$ cat src/rtl/priority_encoder_8to3_queued.sv
// ----------------------------------------------------------------------------
// priority_encoder_8to3_queued
//
// Registered 8-to-3 priority encoder with request queueing. Request lines are
// OR'd into a pending set every clock edge. The highest-priority pending bit
// is handed out as a 3-bit code over a valid/ready handshake. Each code that
// is loaded into code_out clears its pending bit.
//
// Parameters
//   PRIO_MSB    1: bit 7 has the highest priority; 0: bit 0 has the highest.
//
// Ports
//   clk         in   1  clock; all state changes on the rising edge
//   rst         in   1  asynchronous, active-high reset
//   req         in   8  request lines, OR'd into the pending set each edge
//   code_out    out  3  binary index of the presented request
//   code_valid  out  1  code_out holds a valid index
//   code_ready  in   1  consumer accepts code_out when valid && ready
//   pending     out  8  current pending set (registered)
//   ovf         out  1  sticky: a request arrived on a bit already pending
//   ovf_clr     in   1  clears ovf; a same-cycle set condition wins
// ----------------------------------------------------------------------------
module priority_encoder_8to3_queued #(
  parameter bit PRIO_MSB = 1'b1
) (
  input  logic       clk,
  input  logic       rst,
  input  logic [7:0] req,
  output logic [2:0] code_out,
  output logic       code_valid,
  input  logic       code_ready,
  output logic [7:0] pending,
  output logic       ovf,
  input  logic       ovf_clr
);

  typedef enum logic [0:0] {
    ST_IDLE = 1'b0,
    ST_HOLD = 1'b1
  } state_t;

  state_t     r_state;
  logic [7:0] r_pending;
  logic [2:0] r_code;
  logic       r_valid;
  logic       r_ovf;

  logic [2:0] w_sel;
  logic       w_any;
  logic       w_load;
  logic [7:0] w_clr_mask;
  logic [7:0] w_pending_next;
  logic       w_ovf_set;

  // Index of the highest-priority set bit. The loop runs from the lowest to
  // the highest priority so the last hit is the winner.
  function automatic logic [2:0] f_select(input logic [7:0] vec,
                                          input logic       msb_first);
    logic [2:0] idx;
    idx = 3'd0;
    if (msb_first) begin
      for (int i = 0; i < 8; i++) begin
        if (vec[i]) begin
          idx = 3'(i);
        end else begin
          idx = idx;
        end
      end
    end else begin
      for (int i = 7; i >= 0; i--) begin
        if (vec[i]) begin
          idx = 3'(i);
        end else begin
          idx = idx;
        end
      end
    end
    return idx;
  endfunction

  // Selection, load decision and next pending set. Selection uses only the
  // registered pending set, so same-cycle requests are never bypassed.
  always_comb begin
    w_sel  = f_select(r_pending, PRIO_MSB);
    w_any  = |r_pending;
    w_load = 1'b0;
    case (r_state)
      ST_IDLE: w_load = w_any;
      ST_HOLD: w_load = w_any & code_ready;
      default: w_load = 1'b0;
    endcase
    if (w_load) begin
      w_clr_mask = 8'd1 << w_sel;
    end else begin
      w_clr_mask = 8'd0;
    end
    // The OR with req comes last, so a request on the bit being loaded
    // this edge re-pends it and it is served a second time.
    w_pending_next = (r_pending & ~w_clr_mask) | req;
    w_ovf_set      = |(req & r_pending);
  end

  // Pending set, sticky overflow and the handshake FSM with registered outputs.
  always_ff @(posedge clk or posedge rst) begin
    if (rst) begin
      r_state   <= ST_IDLE;
      r_pending <= 8'd0;
      r_code    <= 3'd0;
      r_valid   <= 1'b0;
      r_ovf     <= 1'b0;
    end else begin
      r_pending <= w_pending_next;

      if (w_ovf_set) begin
        r_ovf <= 1'b1;
      end else if (ovf_clr) begin
        r_ovf <= 1'b0;
      end else begin
        r_ovf <= r_ovf;
      end

      case (r_state)
        ST_IDLE: begin
          if (w_load) begin
            r_code  <= w_sel;
            r_valid <= 1'b1;
            r_state <= ST_HOLD;
          end else begin
            r_valid <= 1'b0;
          end
        end
        ST_HOLD: begin
          // No preemption: the presented code stays until it is accepted.
          if (code_ready) begin
            if (w_load) begin
              r_code  <= w_sel;
              r_valid <= 1'b1;
            end else begin
              // code_out keeps its last value when valid drops.
              r_valid <= 1'b0;
              r_state <= ST_IDLE;
            end
          end else begin
            r_valid <= 1'b1;
          end
        end
        default: begin
          r_valid <= 1'b0;
          r_state <= ST_IDLE;
        end
      endcase
    end
  end

  assign code_out   = r_code;
  assign code_valid = r_valid;
  assign pending    = r_pending;
  assign ovf        = r_ovf;

endmodule

$ cat config.mk
export PLATFORM = sky130hd
export DESIGN_NAME = priority_encoder_8to3_queued
export DESIGN_NICKNAME = d
export VERILOG_FILES = /design/src/rtl/priority_encoder_8to3_queued.sv
export SDC_FILE = /design/constraint.sdc
export NUM_CORES = 1
export LEC_CHECK = 0
export ABC_AREA = 1
export BUFFER_PORTS_ARGS = -buffer_cell sky130_fd_sc_hd__buf_2
export CORE_MARGIN = 2
export CORE_UTILIZATION = 35
export DETAILED_ROUTE_END_ITERATION = 12
export PLACE_DENSITY = 0.58
export SETUP_SLACK_MARGIN = 0.05
export SLEW_MARGIN = 5
export SYNTH_ARGS = -nofsm -noshare
export SYNTH_HDL_FRONTEND = slang
export SYNTH_SLANG_ARGS = --single-unit
$ cat constraint.sdc
create_clock -name clk -period 1.65 [get_ports clk]
set_input_delay 0 -clock clk [delete_from_list [all_inputs] [get_ports clk]]
set_output_delay 0 -clock clk [all_outputs]
set_load 0.005 [all_outputs]
==> impl_metrics.yaml <==
sta:
  final.period_utilization_pct: 74.54
  final.setup.tns_ns: 0
  relSlewSlack_pct: 67.70
  setup_viol: 0
  slew_violations: 0
  fmax_mhz: 813.1
  hold_viol: 0
  rsz0062_at_grt: "no"
  skew_ns: 0.001149
  setup_ws_ns: 0.4201
  worst_pin_slew_ns: 0.4840
  period_minus_slack_ns: 1.230
clocking:
  clockBufferDepth: 2
  htree_levels: 1
  insertion_delay_ns: 0.27
  cts_tree: "done"
  clock-sinks: 13
  cts.repair.resized: 0
  cts_root_buffer: "clkbuf_4"
  path_clk_slew_ns: 0.07
  post_cts_buffers: 0
  cts_buffers: 3
setup_path:
  end_kind: "flop"
  crit_required_ns: 1.82
  cp-start-kind: "flop"
  r2r_cells: 7
  cp.arrival_ns: 1.40
  critPathKind: "reg2reg"
  critPathMaxFanout: 4
power:
  pwr-share-clk_pct: 31.5
  seqPwrFrac_pct: 54.7
  p_leak_uw: 0.0004538
  power.switching_uw: 147.1
  comb_power_share_pct: 13.8
  switching_share_pct: 24.02
  powerDensity_nw_per_um2: 652.5
  intPower_uw: 465.2
  peakVddDrop_mv: 0.5139
routing:
  vias: 624
  vias_per_cell: 4.364
  drcViolationCount: 0
  drt_pass1_iterations: 4
  wl_per_cell_um: 9.587
  routed_wirelength_um: 1371
  drt_iter0_drc: 10
  ant_nets: 0
floorplan:
  core_um2: 1764
  placementRows: 15
  io_pins: 25
  chipWidth_um: 47.78
  die_area_um2: 2282
  start_util_pct: 38.01
  die_h_um: 47.78
placed_design:
  dp_slack_ns: 0.4319
  dp.final_hpwl_um: 1099
  gp_congestion: 0.7612
  portBuffers: 24
yosys:
  netlist_instances: 81
  synth_area_um2: 670.6
  yosys-top-cells-area: "dfrtp_1, nand2_1, inv_1, inv_2, nor2_4"
  ys_types: 19
  synth_nets: 93
  ys_ff_latch: 13
  syn_area_per_cell_um2: 8.280
  synth_top_area_share_pct: 48.51
  synth_warnings: 0
  synth_area_leader_cell: "dfrtp_1"
  ys_seq_area_share_pct: 48.51
finish:
  antenna_cells: 0
  nets: 131
  utilization_pct: 53.19
  drive_above_1_share_pct: 35.59
  fillers: 191
  syn2layout_area_growth_pct: 39.93
run_status:
  status: "completed"
grt:
  grt_pass1_wl_um: 2242
  grt_max_degree: 14
  grt_pass1_vias: 541
  overflow: 0
  track_usage_pct: 14.66
  antenna_found_initial: 0
min_path:
  hp-class: "in2reg"
  hold_depth: 4
job:
  cap_violations: 0
==> layout by cell type, fill, tap and decap left out <==
cell / netlist / layout
buf_2: 0 / 24
nand2_1: 18 / 18
inv_1: 13 / 13
dfrtp_1: 13 / 13
dlygate4sd3_1: 0 / 9
inv_2: 6 / 6
nor2_1: 3 / 3
nand2_2: 3 / 3
a21oi_1: 3 / 3
o21ai_0: 3 / 3
nand3_1: 3 / 3
clkbuf_4: 0 / 3
nor2_4: 2 / 2
o21ai_1: 2 / 2
nand3_2: 2 / 2
nand4_1: 2 / 2
a21o_1: 2 / 2
o22ai_1: 2 / 2
nor2_2: 1 / 1
o21ai_4: 1 / 1
o21bai_1: 1 / 1
a221oi_1: 1 / 1
clkbuf_1: 0 / 1
==> final timing paths <==
| check | start | end | slack (ns) |
|---|---|---|---|
| min in group asynchronous | rst | pending[1]$_DFF_PP0_ | 0.28 |
| setup reg to reg | pending[7]$_DFF_PP0_ | pending[1]$_DFF_PP0_ | 0.42 |
| setup / recovery | pending[7]$_DFF_PP0_ | pending[1]$_DFF_PP0_ | 0.42 |
| hold / removal | ovf_clr | ovf$_DFFE_PP0P_ | 0.06 |
| hold reg to reg | code_out[2]$_DFFE_PP0P_ | code_out[2]$_DFFE_PP0P_ | 0.47 |
| max in group asynchronous | rst | pending[2]$_DFF_PP0_ | 1.04 |
==> power groups by stage <==
stage / clock [uW] / sequential [uW] / combinational (uW)
5_1_grt: 223 / 336 / 96.6
6_report: 193 / 335 / 84.8
3_5_place_dp: 0 / 341 / 70.4
2_1_floorplan: 0 / 343 / 37.0
3_3_place_gp: 0 / 341 / 70.3
4_1_cts: 203 / 335 / 86.5
==> cells by family (layout without fill, tap and decap cells) <==
family,Yosys count,after routing,synth area share [%]
buf+inv,19,56,10.63
compound gates,15,15,14.92
flops,13,13,48.51
simple gates,34,34,25.93
==> per-stage QoR <==
step / power, uW / cells / instance area [um2] / hold slack, ns
2_1_floorplan: 379.6 / 81 / 670.6 / -0.1230
3_3_place_gp: 411.6 / 130 / 822.0 / 0.04934
3_5_place_dp: 411.5 / 130 / 822.0 / 0.04902
4_1_cts: 624.9 / 143 / 938.4 / 0.06109
5_1_grt: 655.5 / 143 / 938.4 / 0.05765
6_report: 612.3 / 143 / 938.4 / 0.06167
==> sequential cells by signal (all words and copies together), names as in the netlist <==
register,flops
ovf,1
code_out,3
code_valid,1
pending,8
==> critical path, cell delays in order (launching register included) <==
cell     delay [ns]
dfrtp_1        0.41
inv_2          0.09
nand2_2        0.09
nor2_4         0.12
nand3_2        0.09
inv_2          0.08
nand3_1        0.08
a21o_1         0.17
==> metal layers <==
metal  GRT usage [%]  routed length [um]  vias up
li1                -                   -      329
met1           18.56                 658      278
met2           22.13                 624       17
met3           7.925                  88        0
met4           3.243                   0        0
met5               0                   0        -
==> cells in the mapped netlist <==
| master | count |
|---|---|
| a21oi_1 | 3 |
| inv_1 | 13 |
| inv_2 | 6 |
| o21ai_0 | 3 |
| o21bai_1 | 1 |
| o21ai_4 | 1 |
| nand3_2 | 2 |
| nand2_1 | 18 |
| o22ai_1 | 2 |
| nor2_2 | 1 |
| nor2_4 | 2 |
| nand2_2 | 3 |
| nand4_1 | 2 |
| nand3_1 | 3 |
| dfrtp_1 | 13 |
| a21o_1 | 2 |
| o21ai_1 | 2 |
| nor2_1 | 3 |
| a221oi_1 | 1 |
==> cell type report <==
cell class,count,area (um2),share of cell area [%]
multi-input combinational,49,274.0,29.20
sequential,13,325.3,34.67
inverter,19,71.32,7.600
timing repair buffer,33,210.2,22.40
clock buffer,4,26.28,2.800
tap,25,31.28,3.333
==> repair_timing <==
item	in CTS	in global routing
endpoints found under the hold margin	22	0
setup endpoints to repair	0	0
hold buffers	9	0
(Power assumes the default switching activity.)
